`config.mk`:
```
export PLATFORM = sky130hd
export DESIGN_NAME = rvdff_pipe_flat
export DESIGN_NICKNAME = d
export VERILOG_FILES = /design/src/rtl/rvdff_pkg.sv /design/src/rtl/rvdff_pipe_if.sv /design/src/rtl/rvdff_pipe_stage.sv /design/src/rtl/rvdff_pipe.sv /design/src/flat_wrapper.sv
export SDC_FILE = /design/constraint.sdc
export NUM_CORES = 1
export LEC_CHECK = 0
export CELL_PAD_IN_SITES_DETAIL_PLACEMENT = 1
export CELL_PAD_IN_SITES_GLOBAL_PLACEMENT = 2
export CORE_MARGIN = 1
export CORE_UTILIZATION = 31
export DETAILED_ROUTE_END_ITERATION = 8
export PLACE_DENSITY_LB_ADDON = 0.15
export SLEW_MARGIN = 25
export SYNTH_ARGS = -nofsm -noshare
export SYNTH_HDL_FRONTEND = slang
export SYNTH_SLANG_ARGS = --single-unit
```
`constraint.sdc`:
```
create_clock -name clk -period 2 [get_ports clk]
set_input_delay 0.4 -clock clk [delete_from_list [all_inputs] [get_ports clk]]
set_output_delay 0.4 -clock clk [all_outputs]
set_load 0.01 [all_outputs]
```
`src/rtl/rvdff_pkg.sv`:
```
// Shared defaults and helpers for the rvdff elastic pipeline family.
package rvdff_pkg;

  localparam int RVDFF_DEF_WIDTH = 28;
  localparam int RVDFF_DEF_DEPTH = 2;

  // Bits needed to hold a count of 0..depth occupied stages.
  function automatic int occ_width(input int depth);
    return $clog2(depth + 1);
  endfunction

endpackage

```
`src/rtl/rvdff_pipe_if.sv`:
```
// Producer/consumer handshake bundle for rvdff_pipe; master drives inputs,
// slave is the pipeline itself.
interface rvdff_pipe_if
  import rvdff_pkg::*;
#(
  parameter int WIDTH = RVDFF_DEF_WIDTH
) ();

  logic             flush;
  logic             in_valid;
  logic             in_ready;
  logic [WIDTH-1:0] din;
  logic             out_valid;
  logic             out_ready;
  logic [WIDTH-1:0] dout;

  modport master (
    output flush,
    output in_valid,
    output din,
    output out_ready,
    input  in_ready,
    input  out_valid,
    input  dout
  );

  modport slave (
    input  flush,
    input  in_valid,
    input  din,
    input  out_ready,
    output in_ready,
    output out_valid,
    output dout
  );

endinterface

```
`src/rtl/rvdff_pipe_stage.sv`:
```
// One valid/data register pair of the elastic pipeline. Data is only written
// for valid loads so bubbles and flushes leave the payload flops untouched.
module rvdff_pipe_stage #(
  parameter int               WIDTH     = 28,
  parameter logic [WIDTH-1:0] RESET_VAL = '0
) (
  input  logic             clk,
  input  logic             rst,
  input  logic             flush,
  input  logic             load,
  input  logic             vld_d,
  input  logic [WIDTH-1:0] dat_d,
  output logic             vld_q,
  output logic [WIDTH-1:0] dat_q
);

  always_ff @(posedge clk) begin
    if (rst) begin
      vld_q <= 1'b0;
      dat_q <= RESET_VAL;
    end else if (flush) begin
      vld_q <= 1'b0;
    end else if (load) begin
      vld_q <= vld_d;
      if (vld_d) begin
        dat_q <= dat_d;
      end
    end
  end

endmodule

```
`src/rtl/rvdff_pipe.sv`:
```
// Parametrised elastic pipeline register with valid/ready handshake, bubble
// collapse and flush. Define RVDFF_PIPE_OCC_EN to add the occ/full outputs.
module rvdff_pipe
  import rvdff_pkg::*;
#(
  parameter int               WIDTH     = RVDFF_DEF_WIDTH,
  parameter int               DEPTH     = RVDFF_DEF_DEPTH,
  parameter logic [WIDTH-1:0] RESET_VAL = '0
) (
  input  logic                         clk,
  input  logic                         rst,
`ifdef RVDFF_PIPE_OCC_EN
  output logic [occ_width(DEPTH)-1:0]  occ,
  output logic                         full,
`endif
  rvdff_pipe_if.slave                  bus
);

  logic [DEPTH-1:0] vld_q;
  logic [DEPTH-1:0] rdy;
  logic [DEPTH-1:0] vld_in;
  logic [WIDTH-1:0] dat_q  [DEPTH];
  logic [WIDTH-1:0] dat_in [DEPTH];

  assign bus.in_ready  = rdy[0] & ~bus.flush;
  assign bus.out_valid = vld_q[DEPTH-1];
  assign bus.dout      = dat_q[DEPTH-1];

  for (genvar i = 0; i < DEPTH; i++) begin : g_stage
    // Unrolled ready chain: a stage can move unless it and everything
    // downstream of it is occupied while the consumer stalls.
    assign rdy[i] = bus.out_ready | ~(&vld_q[DEPTH-1:i]);

    if (i == 0) begin : g_head
      assign vld_in[i] = bus.in_valid & bus.in_ready;
      assign dat_in[i] = bus.din;
    end else begin : g_body
      assign vld_in[i] = vld_q[i-1];
      assign dat_in[i] = dat_q[i-1];
    end

    rvdff_pipe_stage #(
      .WIDTH     (WIDTH),
      .RESET_VAL (RESET_VAL)
    ) u_stage (
      .clk   (clk),
      .rst   (rst),
      .flush (bus.flush),
      .load  (rdy[i]),
      .vld_d (vld_in[i]),
      .dat_d (dat_in[i]),
      .vld_q (vld_q[i]),
      .dat_q (dat_q[i])
    );
  end

`ifdef RVDFF_PIPE_OCC_EN
  localparam int OW = occ_width(DEPTH);

  logic [DEPTH-1:0] vld_nxt;
  logic [OW-1:0]    occ_d;
  logic [OW-1:0]    occ_q;

  // Count the valid vector the stages will hold after this edge.
  always_comb begin
    vld_nxt = vld_q;
    occ_d   = '0;
    for (int i = 0; i < DEPTH; i++) begin
      if (bus.flush) begin
        vld_nxt[i] = 1'b0;
      end else if (rdy[i]) begin
        vld_nxt[i] = vld_in[i];
      end
      occ_d = occ_d + OW'(vld_nxt[i]);
    end
  end

  always_ff @(posedge clk) begin
    if (rst) begin
      occ_q <= '0;
    end else begin
      occ_q <= occ_d;
    end
  end

  assign occ  = occ_q;
  assign full = (occ_q == OW'(DEPTH));
`endif

endmodule
```
`src/flat_wrapper.sv`:
```
// flat-port wrapper written by rule: the top's interface ports become plain ports
module rvdff_pipe_flat import rvdff_pkg::*;
#(
  parameter int               WIDTH     = RVDFF_DEF_WIDTH,
  parameter int               DEPTH     = RVDFF_DEF_DEPTH,
  parameter logic [WIDTH-1:0] RESET_VAL = '0
)
  (clk, rst, bus_flush, bus_in_valid, bus_din, bus_out_ready, bus_in_ready, bus_out_valid, bus_dout);
  rvdff_pipe_if #(.WIDTH(WIDTH)) bus_i ();
  input  logic clk;
  input  logic rst;
  input wire logic [$bits(bus_i.flush)-1:0] bus_flush;
  input wire logic [$bits(bus_i.in_valid)-1:0] bus_in_valid;
  input wire logic [$bits(bus_i.din)-1:0] bus_din;
  input wire logic [$bits(bus_i.out_ready)-1:0] bus_out_ready;
  output wire logic [$bits(bus_i.in_ready)-1:0] bus_in_ready;
  output wire logic [$bits(bus_i.out_valid)-1:0] bus_out_valid;
  output wire logic [$bits(bus_i.dout)-1:0] bus_dout;
  assign bus_i.flush = bus_flush;
  assign bus_i.in_valid = bus_in_valid;
  assign bus_i.din = bus_din;
  assign bus_i.out_ready = bus_out_ready;
  assign bus_in_ready = bus_i.in_ready;
  assign bus_out_valid = bus_i.out_valid;
  assign bus_dout = bus_i.dout;
  rvdff_pipe #(.WIDTH(WIDTH), .DEPTH(DEPTH), .RESET_VAL(RESET_VAL)) u_core (.clk(clk), .rst(rst), .bus(bus_i));
endmodule
```
==> results of run 1 <==
-- registers in the layout, summed over array words and instances, names as in the netlist --
signal,count
u_core.g_stage.u_stage.vld_q,2
u_core.g_stage.u_stage.dat_q,56
-- worst min-delay path: cells and delay by family (launching register included) --
kind	cells	cell delay, ps
AO/OA/AOI/OAI	1	50
flip-flops	1	310
AND/OR/NAND/NOR	1	60
-- worst min path at each step --
stage,from,end,slack [ps],cells past startpoint
6_report,u_core.g_stage[0].u_stage.dat_q[20],u_core.g_stage[1].u_stage.dat_q[20],460,2
5_1_grt,u_core.g_stage[0].u_stage.dat_q[27],u_core.g_stage[1].u_stage.dat_q[27],490,2
4_1_cts,u_core.g_stage[0].u_stage.dat_q[20],u_core.g_stage[1].u_stage.dat_q[20],470,2
3_5_place_dp,u_core.g_stage[0].u_stage.dat_q[23],u_core.g_stage[1].u_stage.dat_q[23],460,2
3_3_place_gp,u_core.g_stage[0].u_stage.dat_q[23],u_core.g_stage[1].u_stage.dat_q[23],450,2
2_1_floorplan,u_core.g_stage[0].u_stage.dat_q[0],u_core.g_stage[1].u_stage.dat_q[0],440,2
-- power by group through the flow --
| stage | registers, uW | logic, uW | clock network, uW |
|---|---|---|---|
| after floorplan | 1230 | 124 | 0 |
| after global placement | 1230 | 227 | 0 |
| after detailed placement | 1230 | 229 | 0 |
| after CTS | 1210 | 229 | 1080 |
| after global routing | 1210 | 245 | 1130 |
| final | 1210 | 225 | 1060 |
-- routing by layer --
layer  share of wire [%]  track usage [%]  vias to the layer above
li1                    -                -                     1010
met1                  49            20.37                      950
met2                  46            24.68                       41
met3                 4.1            3.183                        7
met4                 1.7            8.333                        0
met5                   0                0                        -
-- layout make-up --
class	count	area share, %
Timing Repair Buffer	74	22.16
Multi-Input combinational cell	179	33.82
Clock inverter	3	1.196
Sequential cell	58	34.68
Clock buffer	12	4.335
Tap cell	102	3.812
-- cells by family after synthesis --
kind of cell / Yosys count / synth area share, %
compound gates: 59 / 12.16
buf+inv: 24 / 7.124
flops: 58 / 47.23
mux: 28 / 11.40
simple gates: 92 / 22.09
-- per-stage QoR --
stage / worst slack, ps / utilization (%)
floorplan: 728.6 / -
global route: 70.59 / 43.55
finish: 116.8 / 43.55
global placement: -198.8 / 41.16
CTS: 94.65 / 43.55
detailed placement: -174.6 / 41.16
-- cell usage in the layout (no fill, tap or decap) --
cell type,instances
clkdlybuf4s50_1,60
nand2b_1,59
dfxtp_1,58
a21oi_1,30
nand3_1,28
mux2i_1,28
o21ai_1,20
clkbuf_8,10
buf_4,9
o21ai_0,8
buf_12,3
nor3_1,2
clkbuf_1,2
clkinv_2,2
nor2b_2,1
nor2b_4,1
a21oi_4,1
nor2_1,1
bufinv_16,1
buf_2,1
dlygate4sd2_1,1
-- timing repair --
item / in CTS / in global routing
gates resized for setup: 1 / 0
endpoints found under the setup margin: 1 / 0
hold endpoints to repair: 0 / 0
==> metrics.md, run 1 <==
| Metric | Value |
|---|---|
| Final ANT Viol Nets | `0` |
| Filler instances | `907` |
| Nets | `355` |
| Critical path destination | `bus_in_ready` |
| Vias in the first global route | `1,999` |
| GR Util All Layers | `15.77%` |
| Hold Crit Class | `register to register` |
| Clock group share of total power | `42.5%` |
| Crit share post-route | `94.16%` |
| Routed WL | `6101 um` |
| First-iteration detailed-routing DRC count | `46` |
| Register bit total from synthesis | `58` |
| RePlAce Congestion | `0.6692` |
| Chip Height | `91.06 um` |
| Proportion of layout cells with a drive suffix above 1 | `8.896%` |
| Crit path buf inv count | `2` |
| Final std cells w/o fill | `428` |
| Worst Path Required | `1600 ps` |
| Die Wd | `91.06 um` |
| Post-synth EDFFs | `0` |
| R2R Setup Slk | `520 ps` |
| Multi-input gate area | `1132 um^2` |
| Post-layout total power | `2490 uW` |
| Initial Util | `31.98%` |
| Worst stage delay on the critical path | `550 ps` |
| # port buffers | `62` |
| Clock Sinks | `58` |
| RSZ-0062 raised after global routing | `false` |
| CP arrival | `1480 ps` |
| Clk root buf | `clkbuf_8` |
| Syn nets | `294` |
| Reg2reg path depth | `5` |
| Die area | `8291 um^2` |
| Crit path max-delay family | `buffers and inverters` |
| Cell taking the most area after synthesis | `dfxtp_1` |
| Ys async rst share | `0%` |
| Crit-path max FO | `2` |
| Fin area | `3348 um^2` |
| Rel. slew slack | `75.18%` |
| Tmin final | `1883 ps` |
| Mapped Cells | `261` |
| Worst path depth | `4` |
| Primary FF master, synth | `dfxtp_1` |
| Critical path origin | `bus_out_ready` |
| Synthesized area | `2459 um^2` |
| Max-capacitance violation count | `0` |
| Slew Viols, Final | `0` |
| Most frequent cell after synthesis | `nand2b_1` |
| Clock Skew | `5.282 ps` |
| CTS tree | `built` |
| Critical-path cell list | `clkdlybuf4s50_1 -> nor2b_4 -> a21oi_1 -> dlygate4sd2_1` |
| Worst Setup End Kind | `output port` |
| Antenna violations before repair | `0` |
| Power Density | `743.7 nW/um^2` |
| Row count | `32` |
| Synth warnings | `0` |
| Top post-synthesis cells by count | `59 x nand2b_1, 58 x dfxtp_1, 30 x a21oi_1, 28 x mux2i_1, 28 x nand3_1` |
| Inst Count DP | `413` |
| Syn avg cell area | `9.420 um^2` |
| Gate power share | `9.1%` |
| Drt wl/cell | `14.25 um` |
| DR vias/cell | `4.692` |
| Placed Area | `3164 um^2` |
| RR Startpoint | `u_core.g_stage[1].u_stage.vld_q` |
| Number of hold buffers added after cts | `0` |
| Drt pass-1 iters | `4` |
| Boundary pin count | `63` |
| Share of the synthesized area in the top cell type | `47.23%` |
| Via Count | `2,008` |
| Sequential element share of the synthesized area | `47.23%` |
| Terminus of the critical flop-to-flop path | `u_core.g_stage[0].u_stage.dat_q[0]` |
| TritonCTS buffer count | `9` |
| Final setup viols | `0` |
| NetSw | `570.3 uW` |
| CTS Buffer Depth | `2` |
| FMAX | `531.0 MHz` |
| Synth cell types | `19` |
| Min Hold Slack | `462.1 ps` |
| Startpoint Class | `primary input` |
| Diode count | `0` |
| Core ar. | `7687 um^2` |
| Tightest Pin Transition | `372.3 ps` |
| First-pass GRT wire length | `10,100 um` |
| H-tree depth | `3` |
| Sw Share | `22.90%` |
| DRC | `0` |
| Setup TNS | `0 ps` |
| Largest net degree at the start of global routing | `87` |
| Sequential cell area | `1161 um^2` |
| Gr ovfl total | `0` |
| Synth-to-layout area growth | `36.18%` |
| Crit path kind | `primary input to output port` |
| VDD IR max | `0.0003577 V` |
| Clock transition at path regs | `70 ps` |
| Clock Latency Late Sink | `330 ps` |
| Post-DP HPWL | `3867 um` |
| Setup bufs post-CTS | `0` |
| Largest cells by area after synthesis | `dfxtp_1 47%, nand2b_1 15%, mux2i_1 11%, a21oi_1 6.1%, nand3_1 5.7%` |
| CP max stage cell | `clkdlybuf4s50_1` |
| Status | `completed` |
| Pint | `1920 uW` |
| Final hold vios | `0` |
| Flop pwr share | `48.5%` |
| P_leak | `0.001153 uW` |
(Power assumes the default switching activity.)
==> run 2, diff against run 1 <==
--- a/config.mk
+++ b/config.mk
@@ -7,10 +7,12 @@
 export LEC_CHECK = 0
 export CELL_PAD_IN_SITES_DETAIL_PLACEMENT = 1
 export CELL_PAD_IN_SITES_GLOBAL_PLACEMENT = 2
+export CORE_ASPECT_RATIO = 1.2
 export CORE_MARGIN = 1
 export CORE_UTILIZATION = 31
 export DETAILED_ROUTE_END_ITERATION = 8
 export PLACE_DENSITY_LB_ADDON = 0.15
+export SKIP_CTS_REPAIR_TIMING = 1
 export SLEW_MARGIN = 25
 export SYNTH_ARGS = -nofsm -noshare
 export SYNTH_HDL_FRONTEND = slang
==> run 2 against run 1 <==
Compared with the run above:
- critical path type unchanged
- power shrank 3.9%
- flip-flop and latch count is the same
- die area is essentially flat
- wire length grew 2.5%
- clock skew shrank 1.4 ps
==> metrics.md, run 2 (synthesis gave the netlist of run 1 again) <==
| Metric | Value |
|---|---|
| Diode count | `0 (unchanged)` |
| Worst Path Required | `1600 ps (about the same)` |
| CTS tree | `built (unchanged)` |
| Drt pass-1 iters | `4 (unchanged)` |
| P_leak | `0.001166 uW (was 0.001153 uW)` |
| Core ar. | `7664 um^2 (was 7687 um^2)` |
| CP arrival | `1370 ps (was 1480 ps)` |
| First-pass GRT wire length | `10,570 um (was 10,100 um)` |
| Largest regs | `u_core.g_stage.u_stage.dat_q: 56 flops, u_core.g_stage.u_stage.vld_q: 2 flops (unchanged)` |
| CP max stage cell | `clkdlybuf4s50_1 (unchanged)` |
| TritonCTS buffer count | `9 (unchanged)` |
| Antenna violations before repair | `0 (unchanged)` |
| Power Density | `713.4 nW/um^2 (was 743.7 nW/um^2)` |
| First-iteration detailed-routing DRC count | `57 (was 46)` |
| H-tree depth | `3 (unchanged)` |
| Crit path buf inv count | `2 (unchanged)` |
| Die Wd | `83.30 um (was 91.06 um)` |
| Multi-input gate area | `1132 um^2 (unchanged)` |
| Tightest Pin Transition | `428.1 ps (was 372.3 ps)` |
| Most frequent cells in the layout | `60 x clkdlybuf4s50_1, 59 x nand2b_1, 58 x dfxtp_1, 30 x a21oi_1 (unchanged)` |
| # port buffers | `62 (unchanged)` |
| Final hold vios | `0 (unchanged)` |
| FMAX | `566.1 MHz (was 531.0 MHz)` |
| Via Count | `2,049 (was 2,008)` |
| Final std cells w/o fill | `417 (was 428)` |
| Synth-to-layout area growth | `36.44% (was 36.18%)` |
| Sequential cell area | `1161 um^2 (unchanged)` |
| VDD IR max | `0.0003026 V (was 0.0003577 V)` |
| Vias in the first global route | `2,124 (was 1,999)` |
| Worst Setup End Kind | `output port (unchanged)` |
| Gate power share | `9.7% (was 9.1%)` |
| Die area | `8292 um^2 (was 8291 um^2)` |
| Row count | `35 (was 32)` |
| Inst Count DP | `402 (was 413)` |
| Clock Skew | `3.932 ps (was 5.282 ps)` |
| CTS Buffer Depth | `2 (unchanged)` |
| RePlAce Congestion | `0.7023 (was 0.6692)` |
| Commonest non-fill, non-tap cell in the layout | `clkdlybuf4s50_1 (unchanged)` |
| Final ANT Viol Nets | `0 (unchanged)` |
| Max-capacitance violation count | `0 (unchanged)` |
| Hold Crit Class | `register to register (unchanged)` |
| Clock Sinks | `58 (unchanged)` |
| Post-DP HPWL | `3958 um (was 3867 um)` |
| Final setup viols | `0 (unchanged)` |
| RSZ-0062 raised after global routing | `false (unchanged)` |
| Status | `completed (unchanged)` |
| Largest net degree at the start of global routing | `38 (was 87)` |
| Gr ovfl total | `0 (unchanged)` |
| Slew Viols, Final | `0 (unchanged)` |
| Sw Share | `23.52% (was 22.90%)` |
| Chip Height | `99.56 um (was 91.06 um)` |
| Clock group share of total power | `39.8% (was 42.5%)` |
| Clock Latency Late Sink | `330 ps (about the same)` |
| Filler instances | `881 (was 907)` |
| Crit path max-delay family | `buffers and inverters (unchanged)` |
| Drt wl/cell | `15.00 um (was 14.25 um)` |
| Tmin final | `1767 ps (was 1883 ps)` |
| Clk root buf | `clkbuf_8 (unchanged)` |
| Proportion of layout cells with a drive suffix above 1 | `8.923% (was 8.896%)` |
| Critical-path cell list | `clkdlybuf4s50_1 -> nor2b_4 -> a21oi_1 -> dlymetal6s2s_1 (was clkdlybuf4s50_1 -> nor2b_4 -> a21oi_1 -> dlygate4sd2_1)` |
| Pint | `1830 uW (was 1920 uW)` |
| Clock transition at path regs | `60 ps (was 70 ps)` |
| Routed WL | `6253 um (was 6101 um)` |
| Nets | `354 (was 355)` |
| Boundary pin count | `63 (unchanged)` |
| DR vias/cell | `4.914 (was 4.692)` |
| Flop pwr share | `50.5% (was 48.5%)` |
| Crit path kind | `primary input to output port (unchanged)` |
| Startpoint Class | `primary input (unchanged)` |
| Setup TNS | `0 ps (unchanged)` |
| Max FFs per register | `56 (unchanged)` |
| DRC | `0 (unchanged)` |
| Worst stage delay on the critical path | `530 ps (was 550 ps)` |
| GR Util All Layers | `16.49% (was 15.77%)` |
| NetSw | `562.9 uW (was 570.3 uW)` |
| Largest Register | `u_core.g_stage.u_stage.dat_q (unchanged)` |
| Crit-path max FO | `2 (unchanged)` |
| Initial Util | `32.08% (was 31.98%)` |
| Crit share post-route | `88.33% (was 94.16%)` |
| Rel. slew slack | `71.46% (was 75.18%)` |
-- run 2: through the flow --
step / total power, uW / worst slack, ps / utilization (%) / cell area [um^2] / hold WS [ps]
final: 2393 / 233.4 / 43.77 / 3354 / 465.5
after global placement: 1466 / -166.8 / 41.52 / 3182 / 452.7
after floorplan: 1355 / 728.6 / - / 2459 / 444.2
after detailed placement: 1470 / -150.5 / 41.52 / 3182 / 460.2
after CTS: 2429 / -162.0 / 43.74 / 3352 / 468.5
after global routing: 2496 / 211.9 / 43.77 / 3354 / 488.3
-- run 2: final timing paths --
| kind | slack [ps] | cells after the start | from | end |
|---|---|---|---|---|
| worst max-delay path | 230 | 4 | bus_out_ready | bus_in_ready |
| worst min-delay path | 470 | 2 | u_core.g_stage[0].u_stage.dat_q[6] | u_core.g_stage[1].u_stage.dat_q[6] |
| worst max register to register | 500 | 5 | u_core.g_stage[1].u_stage.vld_q | u_core.g_stage[0].u_stage.dat_q[24] |
| worst min register to register | 470 | 2 | u_core.g_stage[0].u_stage.dat_q[6] | u_core.g_stage[1].u_stage.dat_q[6] |
-- run 2: cell type report --
cell class / instances / share of cell area (%)
tap: 92 / 3.432
multi-input combinational: 179 / 33.76
sequential: 58 / 34.61
timing repair buffer: 73 / 23.13
clock inverter: 3 / 0.4476
clock buffer: 12 / 4.625
-- run 2: worst register-to-register path: cells and delay by family (launching register included) --
family                 cells  cell delay [ps]
buffers and inverters      2              460
flip-flops                 1              340
AO/OA/AOI/OAI              1              260
multiplexers               1              230
AND/OR/NAND/NOR            1              130
-- run 2: per-layer routing --
layer | part of all wire, % | wire, um | global-route usage [%] | vias up
met3 | 3.6 | 228 | 3.485 | 8
met1 | 46 | 2875 | 19.19 | 992
met5 | 0 | 0 | 0 | -
met2 | 48 | 3027 | 28.25 | 42
met4 | 2.0 | 123 | 9.151 | 0
li1 | - | - | - | 1007
-- run 2: power groups by stage --
stage,Sequential [uW],Clock [uW],Combinational (uW)
2_1_floorplan,1230,0,124
3_3_place_gp,1230,0,234
6_report,1210,952,233
4_1_cts,1210,984,238
3_5_place_dp,1230,0,237
5_1_grt,1210,1030,254
==> run 3, diff against run 2 <==
==> constraint.sdc (replaced) <==
create_clock -name clk -period 2 [get_ports clk]
set_input_delay 0.3 -clock clk [delete_from_list [all_inputs] [get_ports clk]]
set_output_delay 0.3 -clock clk [all_outputs]
set_load 0.01 [all_outputs]
==> run 3 against run 2 <==
Compared with the run above:
- flip-flop and latch count unchanged
- global-route usage decreased by 1.1 points
- clock skew decreased by 0.72 ps
- die area did not move
- combinational power shrank 6%
- sequential power barely moved
- core utilization shrank 0.31 points
- final area is 0.71% lower
- highest routed layer unchanged
==> metrics.md, run 3 (synthesis gave the netlist of run 1 again) <==
| Metric | Value |
|---|---|
| Die area | `8292 um^2 (unchanged)` |
| Nets | `355 (was 354)` |
| VDD IR max | `0.0003121 V (was 0.0003026 V)` |
| Slew Viols, Final | `0 (unchanged)` |
| Max-capacitance violation count | `0 (unchanged)` |
| Reg2reg path depth | `5 (unchanged)` |
| Placed Area | `3127 um^2 (was 3182 um^2)` |
| Proportion of layout cells with a drive suffix above 1 | `9.202% (was 8.923%)` |
| Boundary pin count | `63 (unchanged)` |
| Sw Share | `21.58% (was 23.52%)` |
| Gr ovfl total | `0 (unchanged)` |
| Clock Skew | `3.213 ps (was 3.932 ps)` |
| H-tree depth | `3 (unchanged)` |
| FMAX | `517.3 MHz (was 566.1 MHz)` |
| Clk root buf | `clkbuf_8 (unchanged)` |
| Drt wl/cell | `14.13 um (was 15.00 um)` |
| Filler instances | `869 (was 881)` |
| Final hold vios | `0 (unchanged)` |
| TritonCTS buffer count | `9 (unchanged)` |
| Clock transition at path regs | `60 ps (about the same)` |
| Largest net degree at the start of global routing | `87 (was 38)` |
| Diode count | `0 (unchanged)` |
| DR vias/cell | `4.928 (was 4.914)` |
| GR Util All Layers | `15.40% (was 16.49%)` |
| Core ar. | `7664 um^2 (unchanged)` |
| Terminus of the critical flop-to-flop path | `u_core.g_stage[0].u_stage.dat_q[14] (was u_core.g_stage[0].u_stage.dat_q[24])` |
| R2R Setup Slk | `550 ps (was 500 ps)` |
| RePlAce Congestion | `0.6970 (was 0.7023)` |
| Min-delay src | `rst (was u_core.g_stage[0].u_stage.dat_q[6])` |
| Startpoint Class | `primary input (unchanged)` |
| Rel. slew slack | `77.15% (was 71.46%)` |
| Max FFs per register | `56 (unchanged)` |
| Antenna violations before repair | `0 (unchanged)` |
| Hold Crit Class | `primary input to register (was register to register)` |
| Chip Height | `99.56 um (unchanged)` |
| Largest regs | `u_core.g_stage.u_stage.dat_q: 56 flops, u_core.g_stage.u_stage.vld_q: 2 flops (unchanged)` |
| Via Count | `2,060 (was 2,049)` |
| Worst Setup End Kind | `output port (unchanged)` |
| RR Startpoint | `u_core.g_stage[1].u_stage.vld_q (unchanged)` |
| Flop pwr share | `47.7% (was 50.5%)` |
| Multi-input gate area | `1132 um^2 (unchanged)` |
| Largest Register | `u_core.g_stage.u_stage.dat_q (unchanged)` |
| Final ANT Viol Nets | `0 (unchanged)` |
| RSZ-0062 raised after global routing | `false (unchanged)` |
| Status | `completed (unchanged)` |
| Sequential cell area | `1161 um^2 (unchanged)` |
| Clock group share of total power | `43.7% (was 39.8%)` |
| Row count | `35 (unchanged)` |
| Pint | `1986 uW (was 1830 uW)` |
| Clock Sinks | `58 (unchanged)` |
| Power Density | `760.3 nW/um^2 (was 713.4 nW/um^2)` |
| CTS Buffer Depth | `2 (unchanged)` |
| Synth-to-layout area growth | `35.47% (was 36.44%)` |
| Die Wd | `83.30 um (unchanged)` |
| CP max stage cell | `clkdlybuf4s50_1 (unchanged)` |
| Worst stage delay on the critical path | `560 ps (was 530 ps)` |
| Initial Util | `32.08% (unchanged)` |
| Crit path kind | `primary input to output port (unchanged)` |
| Final setup viols | `0 (unchanged)` |
| Post-DP HPWL | `3729 um (was 3958 um)` |
| Tightest Pin Transition | `342.8 ps (was 428.1 ps)` |
| Critical-path cell list | `clkdlybuf4s50_1 -> nor2b_4 -> a21oi_1 -> clkdlybuf4s50_1 (was clkdlybuf4s50_1 -> nor2b_4 -> a21oi_1 -> dlymetal6s2s_1)` |
| Clock Latency Late Sink | `330 ps (about the same)` |
| Tmin final | `1933 ps (was 1767 ps)` |
| # port buffers | `62 (unchanged)` |
| Worst Hold End | `u_core.g_stage[1].u_stage.dat_q[0] (was u_core.g_stage[1].u_stage.dat_q[6])` |
| CTS tree | `built (unchanged)` |
| Setup TNS | `0 ps (unchanged)` |
| P_leak | `0.001154 uW (was 0.001166 uW)` |
| Most used cell, CP | `clkdlybuf4s50_1` |
| Worst Path Required | `1700 ps (was 1600 ps)` |
| First-iteration detailed-routing DRC count | `79 (was 57)` |
| Most frequent cells in the layout | `61 x clkdlybuf4s50_1, 59 x nand2b_1, 58 x dfxtp_1, 30 x a21oi_1 (was 60 x clkdlybuf4s50_1, 59 x nand2b_1, 58 x dfxtp_1, 30 x a21oi_1)` |
| CP arrival | `1630 ps (was 1370 ps)` |
| Worst Hold Depth | `3 (was 2)` |
| DRC | `0 (unchanged)` |
| NetSw | `546.6 uW (was 562.9 uW)` |
| Vias in the first global route | `1,986 (was 2,124)` |
| Crit-path max FO | `2 (unchanged)` |
| Routed WL | `5907 um (was 6253 um)` |
| Commonest non-fill, non-tap cell in the layout | `clkdlybuf4s50_1 (unchanged)` |
| Crit share post-route | `96.65% (was 88.33%)` |
| First-pass GRT wire length | `9929 um (was 10,570 um)` |
| Fin area | `3331 um^2 (was 3354 um^2)` |
| Gate power share | `8.6% (was 9.7%)` |
| Drt pass-1 iters | `4 (unchanged)` |
-- run 3: changes by cell type in the layout (fill, tap and decap cells not counted) --
| cell | change |
|---|---|
| bufinv_16 | +1 |
| dlymetal6s2s_1 | -1 |
| buf_4 | +6 |
| clkbuf_8 | +1 |
| clkdlybuf4s50_1 | +1 |
| buf_12 | -5 |
| clkinv_2 | -2 |
-- run 3: worst max-delay path, delay by kind of cell --
| family | cells | cell delay (ps) |
|---|---|---|
| buf+inv | 2 | 1090 |
| compound gates | 1 | 180 |
| simple gates | 1 | 60 |
-- run 3: final cells by class --
class                           instances  area share [%]
Sequential cell                        58           34.86
Multi-Input combinational cell        179           34.00
Timing Repair Buffer                   74           21.56
Clock inverter                          2           1.052
Clock buffer                           13           5.071
Tap cell                               92           3.456
-- run 3: power by group through the flow --
| stage | Combinational, uW | Clock (uW) | Sequential [uW] |
|---|---|---|---|
| 2_1_floorplan | 124 | 0 | 1230 |
| 3_3_place_gp | 221 | 0 | 1230 |
| 3_5_place_dp | 222 | 0 | 1230 |
| 4_1_cts | 223 | 1150 | 1210 |
| 5_1_grt | 239 | 1210 | 1210 |
| 6_report | 218 | 1110 | 1210 |
-- run 3: worst max path at each step --
stage	cells past startpoint	slack, ps	start	to
CTS	4	40	bus_out_ready	bus_in_ready
floorplan	3	830	u_core.g_stage[1].u_stage.vld_q	bus_in_ready
global route	4	30	bus_out_ready	bus_in_ready
global placement	4	30	bus_out_ready	bus_in_ready
detailed placement	4	60	bus_out_ready	bus_in_ready
finish	4	70	bus_out_ready	bus_in_ready
-- run 3: metal layers --
metal	routed length [um]	share of wire (%)	vias up	track usage (%)
met5	0	0	-	0
met4	103	1.7	0	7.958
met3	285	4.8	8	4.066
met2	2823	48	46	24.91
met1	2695	46	1000	18.85
li1	-	-	1006	-
-- run 3: per-stage QoR --
stage               util [%]  hold slack (ps)  cells  worst slack (ps)  total power, uW
finish                 43.46            447.9    418             67.05             2532
global route           43.46            465.8    418             28.84             2663
CTS                    43.46            447.6    418             44.74             2582
detailed placement     40.80            459.8    403             58.77             1456
global placement       40.80            453.9    403             30.52             1454
floorplan                  -            379.3    261             828.6             1355
